`src/rtl/sdram_port_arbiter_pkg.sv`:
```
// ---------------------------------------------------------------------------
// sdram_port_arbiter_pkg
//   Shared widths and the FSM state type for the SDRAM port arbiter.
//   ADDR_W            : SDRAM start-address width
//   LEN_W             : burst-length width (also the beat counter width)
//   SDRAM_DATA_WIDTH  : controller data-bus width
//   arb_state_t       : IDLE / REQ / BURST / DONE
// ---------------------------------------------------------------------------
package sdram_port_arbiter_pkg;

    localparam int ADDR_W           = 24;
    localparam int LEN_W            = 10;
    localparam int SDRAM_DATA_WIDTH = 16;

    typedef enum logic [1:0] {
        ST_IDLE  = 2'd0,
        ST_REQ   = 2'd1,
        ST_BURST = 2'd2,
        ST_DONE  = 2'd3
    } arb_state_t;

endpackage

```
`src/rtl/sdram_rr_picker.sv`:
```
// ---------------------------------------------------------------------------
// sdram_rr_picker
//   Combinational round-robin selector: the first eligible port at or after
//   rr_ptr, searching cyclically.
//   eligible : per-port "may be granted" vector
//   rr_ptr   : index the search starts from
//   pick     : one-hot winner (0 when nothing is eligible)
//   pick_idx : binary index of the winner (0 when nothing is eligible)
// ---------------------------------------------------------------------------
module sdram_rr_picker #(
    parameter int NPORT = 4,
    parameter int IDX_W = 2
) (
    input  logic [NPORT-1:0] eligible,
    input  logic [IDX_W-1:0] rr_ptr,
    output logic [NPORT-1:0] pick,
    output logic [IDX_W-1:0] pick_idx
);

    always_comb begin
        logic [IDX_W:0] sum;
        // NOTE: every output gets a default before the loop so no path leaves it unassigned (no latch).
        pick     = '0;
        pick_idx = '0;
        sum      = '0;
        // Walk offsets from the farthest to the nearest; the nearest eligible
        // port is assigned last and therefore wins.
        for (int k = NPORT - 1; k >= 0; k--) begin
            sum = {1'b0, rr_ptr} + (IDX_W + 1)'(k);
            if (sum >= (IDX_W + 1)'(NPORT)) sum = sum - (IDX_W + 1)'(NPORT);
            if (eligible[sum[IDX_W-1:0]]) begin
                pick                    = '0;
                pick[sum[IDX_W-1:0]]    = 1'b1;
                pick_idx                = sum[IDX_W-1:0];
            end
        end
    end

endmodule

```
`src/rtl/sdram_port_arbiter.sv`:
```
// ---------------------------------------------------------------------------
// sdram_port_arbiter
//   Shares one SDRAM controller burst port among NPORT requesters with
//   round-robin grants. The winner's address, length and direction are
//   latched; ack, write data and done/error status are routed to the winner.
//   clk_ref, rst_n                  : clock, async active-low reset
//   sdram_init_done                 : no new grant while low
//   port_req/we/addr/len/din        : per-port request side (packed vectors)
//   port_ack, port_dout             : per-port data strobe, broadcast read data
//   port_grant, port_done, port_err : one-hot owner, end-of-burst pulses
//   sdram_{wr,rd}_{req,ack,addr,burst}, sdram_din, sdram_dout : controller side
// ---------------------------------------------------------------------------
module sdram_port_arbiter
    import sdram_port_arbiter_pkg::*;
#(
    parameter int NPORT   = 4,
    parameter int TIMEOUT = 1023,
    parameter int HOLDOFF = 2,
    parameter int DW      = SDRAM_DATA_WIDTH
) (
    input  logic                    clk_ref,
    input  logic                    rst_n,
    input  logic                    sdram_init_done,
    input  logic [NPORT-1:0]        port_req,
    input  logic [NPORT-1:0]        port_we,
    input  logic [NPORT*ADDR_W-1:0] port_addr,
    input  logic [NPORT*LEN_W-1:0]  port_len,
    input  logic [NPORT*DW-1:0]     port_din,
    output logic [NPORT-1:0]        port_ack,
    output logic [DW-1:0]           port_dout,
    output logic [NPORT-1:0]        port_grant,
    output logic [NPORT-1:0]        port_done,
    output logic [NPORT-1:0]        port_err,
    output logic                    sdram_wr_req,
    output logic                    sdram_rd_req,
    input  logic                    sdram_wr_ack,
    input  logic                    sdram_rd_ack,
    output logic [ADDR_W-1:0]       sdram_wr_addr,
    output logic [ADDR_W-1:0]       sdram_rd_addr,
    output logic [LEN_W-1:0]        sdram_wr_burst,
    output logic [LEN_W-1:0]        sdram_rd_burst,
    output logic [DW-1:0]           sdram_din,
    input  logic [DW-1:0]           sdram_dout
);

    localparam int IDX_W  = (NPORT > 1) ? $clog2(NPORT) : 1;
    localparam int WAIT_W = (TIMEOUT > 0) ? $clog2(TIMEOUT + 1) : 1;
    localparam int HOLD_W = (HOLDOFF > 0) ? $clog2(HOLDOFF + 1) : 1;

    arb_state_t        state;
    logic [IDX_W-1:0]  g, rr_ptr, pick_idx;
    logic [NPORT-1:0]  eligible, pick;
    logic              we_q, ack_sel, ack_r, err_q, active;
    logic [ADDR_W-1:0] addr_q;
    logic [LEN_W-1:0]  len_q, beats, beats_nxt;
    logic [WAIT_W-1:0] wait_cnt;
    logic [HOLD_W-1:0] holdoff [NPORT];

    logic [ADDR_W-1:0] addr_arr [NPORT];
    logic [LEN_W-1:0]  len_arr  [NPORT];
    logic [DW-1:0]     din_arr  [NPORT];

    for (genvar i = 0; i < NPORT; i++) begin : g_unpack
        assign addr_arr[i] = port_addr[i*ADDR_W +: ADDR_W];
        assign len_arr[i]  = port_len[i*LEN_W +: LEN_W];
        assign din_arr[i]  = port_din[i*DW +: DW];
    end

    // A just-served port sits out HOLDOFF cycles so its registered FIFO-level
    // request has time to fall before it can win again.
    always_comb begin
        eligible = '0;
        for (int i = 0; i < NPORT; i++) eligible[i] = port_req[i] && (holdoff[i] == '0);
    end

    sdram_rr_picker #(.NPORT(NPORT), .IDX_W(IDX_W)) u_picker (
        .eligible (eligible),
        .rr_ptr   (rr_ptr),
        .pick     (pick),
        .pick_idx (pick_idx)
    );

    // Only the latched direction's ack is observed; the other one is ignored.
    assign ack_sel   = we_q ? sdram_wr_ack : sdram_rd_ack;
    assign active    = (state == ST_REQ) || (state == ST_BURST);
    assign beats_nxt = (beats == '1) ? beats : beats + 1'b1;  // saturate, never wrap to a false match

    assign port_ack       = (active && ack_sel) ? port_grant : '0;
    assign sdram_din      = active ? din_arr[g] : '0;
    assign port_dout      = sdram_dout;
    assign sdram_wr_addr  = addr_q;
    assign sdram_rd_addr  = addr_q;
    assign sdram_wr_burst = len_q;
    assign sdram_rd_burst = len_q;

    always_ff @(posedge clk_ref or negedge rst_n) begin
        if (!rst_n) begin
            // NOTE: the counter array is reset because it gates eligibility straight out of reset.
            for (int i = 0; i < NPORT; i++) holdoff[i] <= '0;
        end else begin
            for (int i = 0; i < NPORT; i++) begin
                if (state == ST_DONE && g == IDX_W'(i)) holdoff[i] <= HOLD_W'(HOLDOFF);
                else if (holdoff[i] != '0)              holdoff[i] <= holdoff[i] - 1'b1;
            end
        end
    end

    // NOTE: sequential state uses non-blocking assignments so every register samples pre-edge values.
    always_ff @(posedge clk_ref or negedge rst_n) begin
        if (!rst_n) begin
            state        <= ST_IDLE;
            g            <= '0;
            rr_ptr       <= '0;
            we_q         <= 1'b0;
            addr_q       <= '0;
            len_q        <= '0;
            wait_cnt     <= '0;
            beats        <= '0;
            ack_r        <= 1'b0;
            err_q        <= 1'b0;
            port_grant   <= '0;
            port_done    <= '0;
            port_err     <= '0;
            sdram_wr_req <= 1'b0;
            sdram_rd_req <= 1'b0;
        end else begin
            ack_r     <= ack_sel;
            port_done <= '0;
            port_err  <= '0;
            case (state)
                ST_IDLE: begin
                    if (sdram_init_done && (|eligible)) begin
                        g          <= pick_idx;
                        we_q       <= port_we[pick_idx];
                        addr_q     <= addr_arr[pick_idx];
                        len_q      <= len_arr[pick_idx];
                        port_grant <= pick;
                        wait_cnt   <= '0;
                        beats      <= '0;
                        err_q      <= (len_arr[pick_idx] == '0);
                        state      <= (len_arr[pick_idx] == '0) ? ST_DONE : ST_REQ;
                    end
                end
                ST_REQ: begin
                    if (ack_sel) begin
                        // The ack-high cycle seen here is already the first beat.
                        sdram_wr_req <= 1'b0;
                        sdram_rd_req <= 1'b0;
                        beats        <= beats_nxt;
                        state        <= ST_BURST;
                    end else if (wait_cnt == WAIT_W'(TIMEOUT)) begin
                        sdram_wr_req <= 1'b0;
                        sdram_rd_req <= 1'b0;
                        err_q        <= 1'b1;
                        state        <= ST_DONE;
                    end else begin
                        sdram_wr_req <= we_q;
                        sdram_rd_req <= ~we_q;
                        wait_cnt     <= wait_cnt + 1'b1;
                    end
                end
                ST_BURST: begin
                    if (ack_sel) beats <= beats_nxt;
                    if (ack_r && !ack_sel) begin
                        err_q <= (beats != len_q);
                        state <= ST_DONE;
                    end
                end
                ST_DONE: begin
                    port_done  <= port_grant;
                    port_err   <= err_q ? port_grant : '0;
                    port_grant <= '0;
                    rr_ptr     <= (g == IDX_W'(NPORT - 1)) ? '0 : g + 1'b1;
                    state      <= ST_IDLE;
                end
                default: state <= ST_IDLE;
            endcase
        end
    end

endmodule
```
`config.mk`:
```
export PLATFORM = sky130hd
export DESIGN_NAME = sdram_port_arbiter
export DESIGN_NICKNAME = d
export VERILOG_FILES = /design/src/rtl/sdram_port_arbiter_pkg.sv /design/src/rtl/sdram_rr_picker.sv /design/src/rtl/sdram_port_arbiter.sv
export SDC_FILE = /design/constraint.sdc
export NUM_CORES = 1
export LEC_CHECK = 0
export BUFFER_PORTS_ARGS = -buffer_cell sky130_fd_sc_hd__clkbuf_2
export CAP_MARGIN = 20
export CELL_PAD_IN_SITES_DETAIL_PLACEMENT = 1
export CELL_PAD_IN_SITES_GLOBAL_PLACEMENT = 1
export CORE_MARGIN = 10
export CORE_UTILIZATION = 30
export CTS_BUF_LIST = sky130_fd_sc_hd__clkbuf_16
export CTS_CLUSTER_SIZE = 20
export DETAILED_ROUTE_END_ITERATION = 10
export PLACE_DENSITY = 0.8
export SLEW_MARGIN = 20
export SYNTH_ARGS = -nofsm -noshare
export SYNTH_HDL_FRONTEND = slang
export SYNTH_HIERARCHICAL = 1
export SYNTH_SLANG_ARGS = --single-unit
```
`constraint.sdc`:
```
create_clock -name clk_ref -period 4 [get_ports clk_ref]
set_clock_uncertainty 0.05 [all_clocks]
set_input_delay 1.2 -clock clk_ref [delete_from_list [all_inputs] [get_ports clk_ref]]
set_output_delay 1.2 -clock clk_ref [all_outputs]
set_load 0.02 [all_outputs]
```
==> run metrics, run 1 <==
outcome=finished, final reports clean; Slew Viols, Final=0; Pre-antenna DRT Iters=4; crit path cell chain=clkbuf_2, and2_2, mux4_2, and2b_1, o21ai_0, buf_4, o21ai_4, buf_12, mux4_2, nor4_4, nand4_1, mux2_4, a21oi_2; power density over the cells=867.0 mW/mm²; first-pass GRT wire length=40.75 mm; HP Class=flip-flop to flip-flop; leakage=4.251 nW; post-CTS setup buffers=0; Netlist cell types=70; setup slack, reg-to-reg=370 ps; clock tree root driver cell=clkbuf_16; Avg Inst Size Synth=9.921 µm²; commonest non-fill, non-tap cell in the layout=clkbuf_2; DRT iter0 DRCs=291; vias=6106; largest fanout on the critical path=7; syn nets=903; initial antenna violation count=3; largest buffer count on any clock path=2; period utilization=97.34%; Overflow after GRT=0; Post-Route WL=26.71 mm; post-synth top area share=32.93%; H-tree levels=3; Num CTS Buffers=9; vias in the first global route=6776; buffers and inverters on the worst path=3; Reg2Reg Depth=14; sequential area share after synthesis=32.93%; hold_ws=460.4 ps; ratio of cells with drive above 1 in the final layout=47.24%; worst slew pin tran=832.6 ps; EDFF count, synth=0; ant diodes=0; clock transition at the registers of the reported paths=70 ps; PortBufs=314; Core Region=0.02109 mm²; Worst EP arrival=4130 ps; Synth area leaders=dfrtp_1 33%, mux4_2 17%, nand2_1 7.7%, buf_4 5.9%, ha_1 4.5%; synthesized area=0.006459 mm²; Routed Antenna Nets=0; Core Rows=53; Non-Filler Instances=1200; Clock Sinks=85; Ys Warns=6; f_max=0.2568 GHz; largest net degree at the start of global routing=41; Max-Cap Viols=0; Pwr Total=7.286 mW; critical path capture point type=flip-flop; CP Launch Type=input pin; number of synthesized register bits=85; fin area=0.008404 mm²; fraction of registers with async set/reset=100.0%; Die Ht=166.7 µm; Detailed Place HPWL=22.30 mm; DRC=0; critical path's most frequent cell=mux4_2; cell count after synthesis=651; area leader, netlist=dfrtp_1; crit path time final=3894 ps; CP required=4230 ps; GPL Wtd Cong=0.8816; commonest register cell after synthesis=dfrtp_1; Worst slew margin=44.49%; CTS tree=done; Final Hold Viols=0; RSZ-0062 raised after global routing=false; Worst Path Class, Setup=input pin to flip-flop; placed inst area=0.008094 mm²; Clk Latency, worst-skew pair=350 ps; Layout area overhead=30.12%; die area=0.02780 mm²; Slowest cell on crit path=mux4_2; stages on the worst setup path=13; I/O pin cnt=347; crit-path leading delay family=multiplexers; overall routing resource usage=18.67%; hold path cells=1; Die W=166.7 µm; Max IR drop VDD=301.0 µV; Cells after DPL=1185; Final setup viols=0; final net count=1173; Routed WL per cell=22.25 µm; Critical Path Max Stage Delay=540 ps; most frequent cells in the layout=313 x clkbuf_2, 132 x nand2_1, 84 x dfrtp_1; Initial Util=30.63%; Via density=5.088
[stage by stage]
| step | TNS [ps] | setup WS, ps | util, % |
|---|---|---|---|
| 6_report | 0 | 106.2 | 39.85 |
| 5_1_grt | 0 | 16.54 | 39.85 |
| 4_1_cts | 0 | 17.39 | 39.79 |
| 3_5_place_dp | -2915 | -352.7 | 38.38 |
| 3_3_place_gp | -1244 | -269.8 | 38.38 |
| 2_1_floorplan | 0 | 1.990 | - |
[layer usage]
metal	vias up	GRT usage, %	share of wire [%]
met3	40	7.461	8.9
li1	2832	-	-
met2	236	33.48	53
met4	4	5.727	2.4
met5	-	0	0.090
met1	2994	19.59	36
[sequential cells by signal, summed over array words and instances (netlist names), 2 cells and up]
name	flops
sdram_rd_addr	24
g	2
rr_ptr	2
state	2
port_err	4
wait_cnt	10
holdoff	8
sdram_rd_burst	10
beats	10
port_done	4
port_grant	4
[final timing paths]
kind / from / to
max in group asynchronous: rst_n / g[0]
min in group asynchronous: rst_n / wait_cnt[4]
max reg2reg: holdoff[6] / state[1]
min: sdram_wr_req / sdram_wr_req
min reg2reg: sdram_wr_req / sdram_wr_req
max: port_req[0] / state[1]
[where the power goes]
part / internal [mW] / switching (mW)
clock: 0.486 / 0.371
combinational: 2.08 / 2.69
sequential: 1.19 / 0.462
total: 3.76 / 3.52
[layout make-up]
class / count / area [µm²]
Fill cell: 2526 / 12680
Clock buffer: 9 / 225.2
Multi-Input combinational cell: 457 / 3726
Inverter: 22 / 82.58
Timing Repair Buffer: 346 / 1827
Sequential cell: 85 / 2128
Clock inverter: 6 / 71.32
Tap cell: 275 / 344.1
[worst reg2reg max path, delay by kind of cell, from the launching register on]
family	cells	cell delay, ps
AOI/OAI and AO/OA	3	360
muxes	3	1310
adders and majority gates	1	270
buffers and inverters	3	350
DFF	1	350
and+or+nand+nor	4	900
[cell usage after synthesis, types with 7 or more instances]
master      n
a21oi_1    16
a221o_1     7
and2_1     25
and3_1     11
buf_2       9
buf_4      51
clkbuf_1   20
dfrtp_1    85
ha_1       23
inv_1      21
mux4_2     50
nand2_1   132
nand3_1    12
nand4_1     7
nor2_1     35
nor3_1      8
o21ai_0    24
xnor2_1     8
xor2_1      7
[cell families after synthesis]
| logic type | after synthesis | share of synthesized area [%] |
|---|---|---|
| buffers and inverters | 109 | 9.822 |
| DFF | 85 | 32.93 |
| xor gates and xnor gates | 15 | 2.034 |
| AOI/OAI and AO/OA | 98 | 11.02 |
| adders and majority gates | 23 | 4.456 |
| and+or+nand+nor | 255 | 18.56 |
| muxes | 66 | 21.17 |
[timing repair]
item / in CTS / in global routing
endpoints found under the setup margin: 0 / 2
resized for setup: 0 / 6
hold buffers: 0 / 0
(Power assumes the default switching activity.)
==> run 2: changes to the inputs <==
--- a/config.mk
+++ b/config.mk
@@ -11,11 +11,10 @@
 export CELL_PAD_IN_SITES_GLOBAL_PLACEMENT = 1
 export CORE_MARGIN = 10
 export CORE_UTILIZATION = 30
-export CTS_BUF_LIST = sky130_fd_sc_hd__clkbuf_16
 export CTS_CLUSTER_SIZE = 20
 export DETAILED_ROUTE_END_ITERATION = 10
 export PLACE_DENSITY = 0.8
-export SLEW_MARGIN = 20
+export SLEW_MARGIN = 10
 export SYNTH_ARGS = -nofsm -noshare
 export SYNTH_HDL_FRONTEND = slang
 export SYNTH_HIERARCHICAL = 1
==> run 2 against run 1 <==
  * Clock power barely moved
  * First-iteration DRC count rose by 16%
  * Sequential share of layout area fell by 0.11 points
==> run metrics, run 2 (synthesized netlist as in run 1, its figures left out) <==
commonest non-fill, non-tap cell in the layout=clkbuf_2; critical path capture point type=flip-flop; HP Class=flip-flop to flip-flop; reg-to-reg startpoint=holdoff[6]; final net count=1174; Clk Latency, worst-skew pair=350 ps; Final Hold Viols=0; CTS tree=done; hold_ws=460.2 ps; Reg2Reg Depth=14; Die Ht=166.7 µm; PortBufs=314; Detailed Place HPWL=22.30 mm; clock transition at the registers of the reported paths=70 ps; hold path cells=1; largest net degree at the start of global routing=41; largest fanout on the critical path=7; Layout area overhead=30.61%; outcome=finished, final reports clean; Slew Viols, Final=0; fin area=0.008436 mm²; Core Region=0.02109 mm²; I/O pin cnt=347; DRT iter0 DRCs=339; Clock Sinks=85; Core Rows=53; DRC=0; setup ws final=113.9 ps; H-tree levels=3; largest buffer count on any clock path=2; placed inst area=0.008094 mm²; Pre-antenna DRT Iters=4; Worst slew margin=43.90%; setup TNS=0 ps; Max IR drop VDD=304.8 µV; setup slack, reg-to-reg=370 ps; worst slack, placed=-352.7 ps; Hold Startpoint=sdram_wr_req; post-CTS setup buffers=0; CP required=4230 ps; hold path endpoint=sdram_wr_req; Critical path origin=port_req[0]; die area=0.02780 mm²; Worst EP arrival=4120 ps; ratio of cells with drive above 1 in the final layout=47.19%; Routed WL per cell=22.20 µm; vias in the first global route=6776; Num CTS Buffers=9; crit path time final=3886 ps; vias=6152; Via density=5.114; CP Launch Type=input pin; worst flop-to-flop path endpoint=state[1]; GPL Wtd Cong=0.8816; period utilization=97.15%; leakage=4.264 nW; Final setup viols=0; Worst Path Class, Setup=input pin to flip-flop; clock tree root driver cell=clkbuf_16; Post-Route WL=26.71 mm; RSZ-0062 raised after global routing=false; Max-Cap Viols=0; Overflow after GRT=0; Pwr Total=7.319 mW; Die W=166.7 µm; worst slew pin tran=841.5 ps; Initial Util=30.63%; max FFs per register=24; overall routing resource usage=18.67%; most frequent cells in the layout=313 x clkbuf_2, 132 x nand2_1, 85 x dfrtp_1; initial antenna violation count=3; f_max=0.2573 GHz; power density over the cells=867.6 mW/mm²; Routed Antenna Nets=0; first-pass GRT wire length=40.75 mm
run 2: cell types whose count changed in the layout (fill, tap and decap cells not counted):
cell	previous run	this run
dfrtp_1	84	85
diode_2	0	2
buf_16	0	1
dfrtp_2	1	0
run 2: area by class of cell:
cell class | count | area (µm²)
diodes | 2 | 5.005
clock buffers | 9 | 225.2
clock inverters | 6 | 71.32
fillers | 2522 | 12650
inverters | 22 | 82.58
multi-input cells | 457 | 3726
flip-flops and latches | 85 | 2127
well taps | 275 | 344.1
repair buffers | 347 | 1854
run 2: where the power goes:
group	switching, mW	internal, mW
clock	0.372	0.486
combinational	2.73	2.11
sequential	0.436	1.19
total	3.53	3.79
run 2: metal layers:
layer / part of all wire, % / up-vias / track usage [%]
li1: - / 2838 / -
met1: 35 / 3018 / 19.59
met4: 2.6 / 2 / 5.727
met2: 53 / 252 / 33.48
met3: 9.2 / 42 / 7.461
met5: 0.026 / - / 0
run 2: metrics by stage:
stage	util, %	instances
3_5_place_dp	38.38	1185
5_1_grt	39.98	1201
4_1_cts	39.79	1200
6_report	40.00	1203
3_3_place_gp	38.38	1185
2_1_floorplan	-	651
run 2: worst max path at each step:
stage	endpoint	slack, ps	cells after the start
floorplan	state[1]	2	11
global placement	state[1]	-270	13
detailed placement	state[1]	-350	13
CTS	state[1]	20	13
global route	state[1]	20	13
finish	state[1]	110	13
run 2: worst max-delay path, stage by stage:
cell and delay (ps):
clkbuf_2 90, and2_2 230, mux4_2 490, and2b_1 200, o21ai_0 70, buf_4 150, o21ai_4 150, buf_12 150
mux4_2 540, nor4_4 320, nand4_1 130, mux2_4 270, a21oi_2 130
run 2: repair_timing:
item	CTS	global route
endpoints found under the setup margin	0	2
endpoints found under the hold margin	0	0
hold buffers	0	0
gates resized for setup	0	6
==> run 3: changes to the inputs <==
--- a/config.mk
+++ b/config.mk
@@ -5,15 +5,14 @@
 export SDC_FILE = /design/constraint.sdc
 export NUM_CORES = 1
 export LEC_CHECK = 0
+export ABC_AREA = 1
 export BUFFER_PORTS_ARGS = -buffer_cell sky130_fd_sc_hd__clkbuf_2
 export CAP_MARGIN = 20
-export CELL_PAD_IN_SITES_DETAIL_PLACEMENT = 1
-export CELL_PAD_IN_SITES_GLOBAL_PLACEMENT = 1
 export CORE_MARGIN = 10
-export CORE_UTILIZATION = 30
+export CORE_UTILIZATION = 35
 export CTS_CLUSTER_SIZE = 20
 export DETAILED_ROUTE_END_ITERATION = 10
-export PLACE_DENSITY = 0.8
+export PLACE_DENSITY = 0.67
 export SLEW_MARGIN = 10
 export SYNTH_ARGS = -nofsm -noshare
 export SYNTH_HDL_FRONTEND = slang
==> constraint.sdc (replaced) <==
create_clock -name clk_ref -period 4.2 [get_ports clk_ref]
set_clock_uncertainty 0.05 [all_clocks]
set_input_delay 1.26 -clock clk_ref [delete_from_list [all_inputs] [get_ports clk_ref]]
set_output_delay 1.26 -clock clk_ref [all_outputs]
set_load 0.02 [all_outputs]
==> run 3 against run 2 <==
  * Worst setup slack better by 320 ps
  * Final cell count grew 19%
  * Synthesized area up 2.0%
  * Die area decreased by 11%
  * Clock power shrank 9.3%
  * Register-to-register slack improved by 540 ps
  * Largest cell class unchanged
==> run metrics, run 3 <==
hold_ws=408.0 ps; leakage=4.425 nW; DRT iter0 DRCs=350; RSZ-0062 raised after global routing=false; post-synth top area share=32.28%; sequential area share after synthesis=32.28%; Synth Area in Compound Gates=15.46%; routing usage on met3=6.195%; Routed WL per cell=16.39 µm; clock tree root driver cell=clkbuf_16; cell count after synthesis=948; H-tree levels=3; Avg Inst Size Synth=6.950 µm²; multiplexer share of the synthesized area=4.102%; area leader, netlist=dfrtp_1; worst slack, placed=498.0 ps; Max IR drop VDD=605.9 µV; PortBufs=314; Max-Cap Viols=0; outcome=finished, final reports clean; fin area=0.008224 mm²; commonest non-fill, non-tap cell in the layout=clkbuf_2; vias=6931; CP required=2890 ps; die area=0.02471 mm²; Clk Latency, worst-skew pair=350 ps; I/O pin cnt=347; main combinational cell family by area after synthesis=simple AND/OR/NAND/NOR gates; crit path time final=3761 ps; Clock Sinks=85; Cells after DPL=1413; Non-Filler Instances=1429; Core Rows=50; post-cts resize count=0; most frequent cells in the layout=313 x clkbuf_2, 205 x nand2_1, 162 x nor2_1; largest buffer count on any clock path=2; syn nets=1200; period utilization=89.56%; Die Ht=157.2 µm; post-CTS setup buffers=0; Final Util=44.11%; DRC=0; max FFs per register=24; Pwr Total=7.450 mW; simple logic cell fraction of the synthesized area=29.09%; Num CTS Buffers=9; HP Class=flip-flop to flip-flop; met1 usage=21.02%; clock transition at the registers of the reported paths=70 ps; setup ws final=438.5 ps; synthesized area=0.006589 mm²; most instantiated library cell after synthesis=nand2_1; critical path capture point type=output port; f_max=0.2659 GHz; Netlist cell types=37; Final Hold Viols=0; final net count=1442; grt met2 use=31.66%; Die W=157.2 µm; fraction of registers with async set/reset=100.0%; ratio of cells with drive above 1 in the final layout=33.47%; Initial Util=35.34%; ant diodes=0; Detailed Place HPWL=18.68 mm; EDFF count, synth=0; placed inst area=0.007936 mm²; CTS tree=done; Worst Path Class, Setup=flip-flop to output port; worst slew pin tran=897.3 ps; overall routing resource usage=18.68%; Overflow after GRT=0; GPL Wtd Cong=0.8906; Commonest cells post-synth=205 x nand2_1, 162 x nor2_1, 114 x o21ai_0; Via density=4.850; Routed Antenna Nets=0; xor and xnor area share after synthesis=0.9305%; Worst EP arrival=2450 ps; Synth area leaders=dfrtp_1 32%, nand2_1 12%, nor2_1 9.2%, o21ai_0 8.7%, buf_4 6.5%; Worst slew margin=40.11%; CTS Hold Bufs=0; Pre-antenna DRT Iters=5; vias in the first global route=7071; Core Region=0.01864 mm²; Slew Viols, Final=0; post-synthesis adder-cell area fraction=4.368%; number of synthesized register bits=85; setup TNS=0 ps; CP Launch Type=flip-flop; power density over the cells=905.9 mW/mm²; Ys Warns=6; largest fanout on the critical path=23; Final setup viols=0; commonest register cell after synthesis=dfrtp_1; initial antenna violation count=0; largest net degree at the start of global routing=63; Layout area overhead=24.82%; Post-Route WL=23.42 mm; first-pass GRT wire length=36.95 mm; Top Usage Layer GRT=met2
==> run 3: layer usage <==
metal | wire (µm) | up-vias
li1 | - | 3510
met3 | 1799 | 40
met1 | 9291 | 3130
met4 | 715 | 0
met5 | 0 | -
met2 | 11610 | 251
==> run 3: logic make-up after synthesis <==
logic type               count (synthesis)
multiplexers                            24
adder cells (fa/ha/maj)                 23
XOR/XNOR                                 7
AO/OA/AOI/OAI                          190
flip-flops                              85
buffers and inverters                  166
AND/OR/NAND/NOR                        453
==> run 3: final timing paths <==
check | startpoint | end | slack (ps) | cells after the start
max reg2reg | rr_ptr[0] | err_q | 910 | 18
max in group asynchronous | rst_n | sdram_rd_addr[14] | 2440 | 2
min | holdoff[2] | holdoff[2] | 410 | 1
min in group asynchronous | rst_n | holdoff[4] | 940 | 1
min reg2reg | holdoff[2] | holdoff[2] | 410 | 1
max | state[0] | sdram_din[3] | 440 | 5
==> run 3: cell type report <==
cell class / count / area [µm²]
timing repair buffer: 326 / 1677
tap: 234 / 292.8
clock inverter: 5 / 35.03
sequential: 85 / 2127
inverter: 71 / 274.0
fill: 1922 / 10420
multi-input combinational: 697 / 3566
clock buffer: 11 / 252.7
==> run 3: power breakdown <==
part,internal (mW),switching (mW)
registers,1.12,0.323
logic,1.73,3.49
clock network,0.432,0.346
==> run 3: worst max-delay path, stage by stage, from the launching register on <==
cell and delay (ps):
dfrtp_1 420, inv_1 100, ha_1 530, inv_1 480, a21oi_1 320, clkbuf_2 230
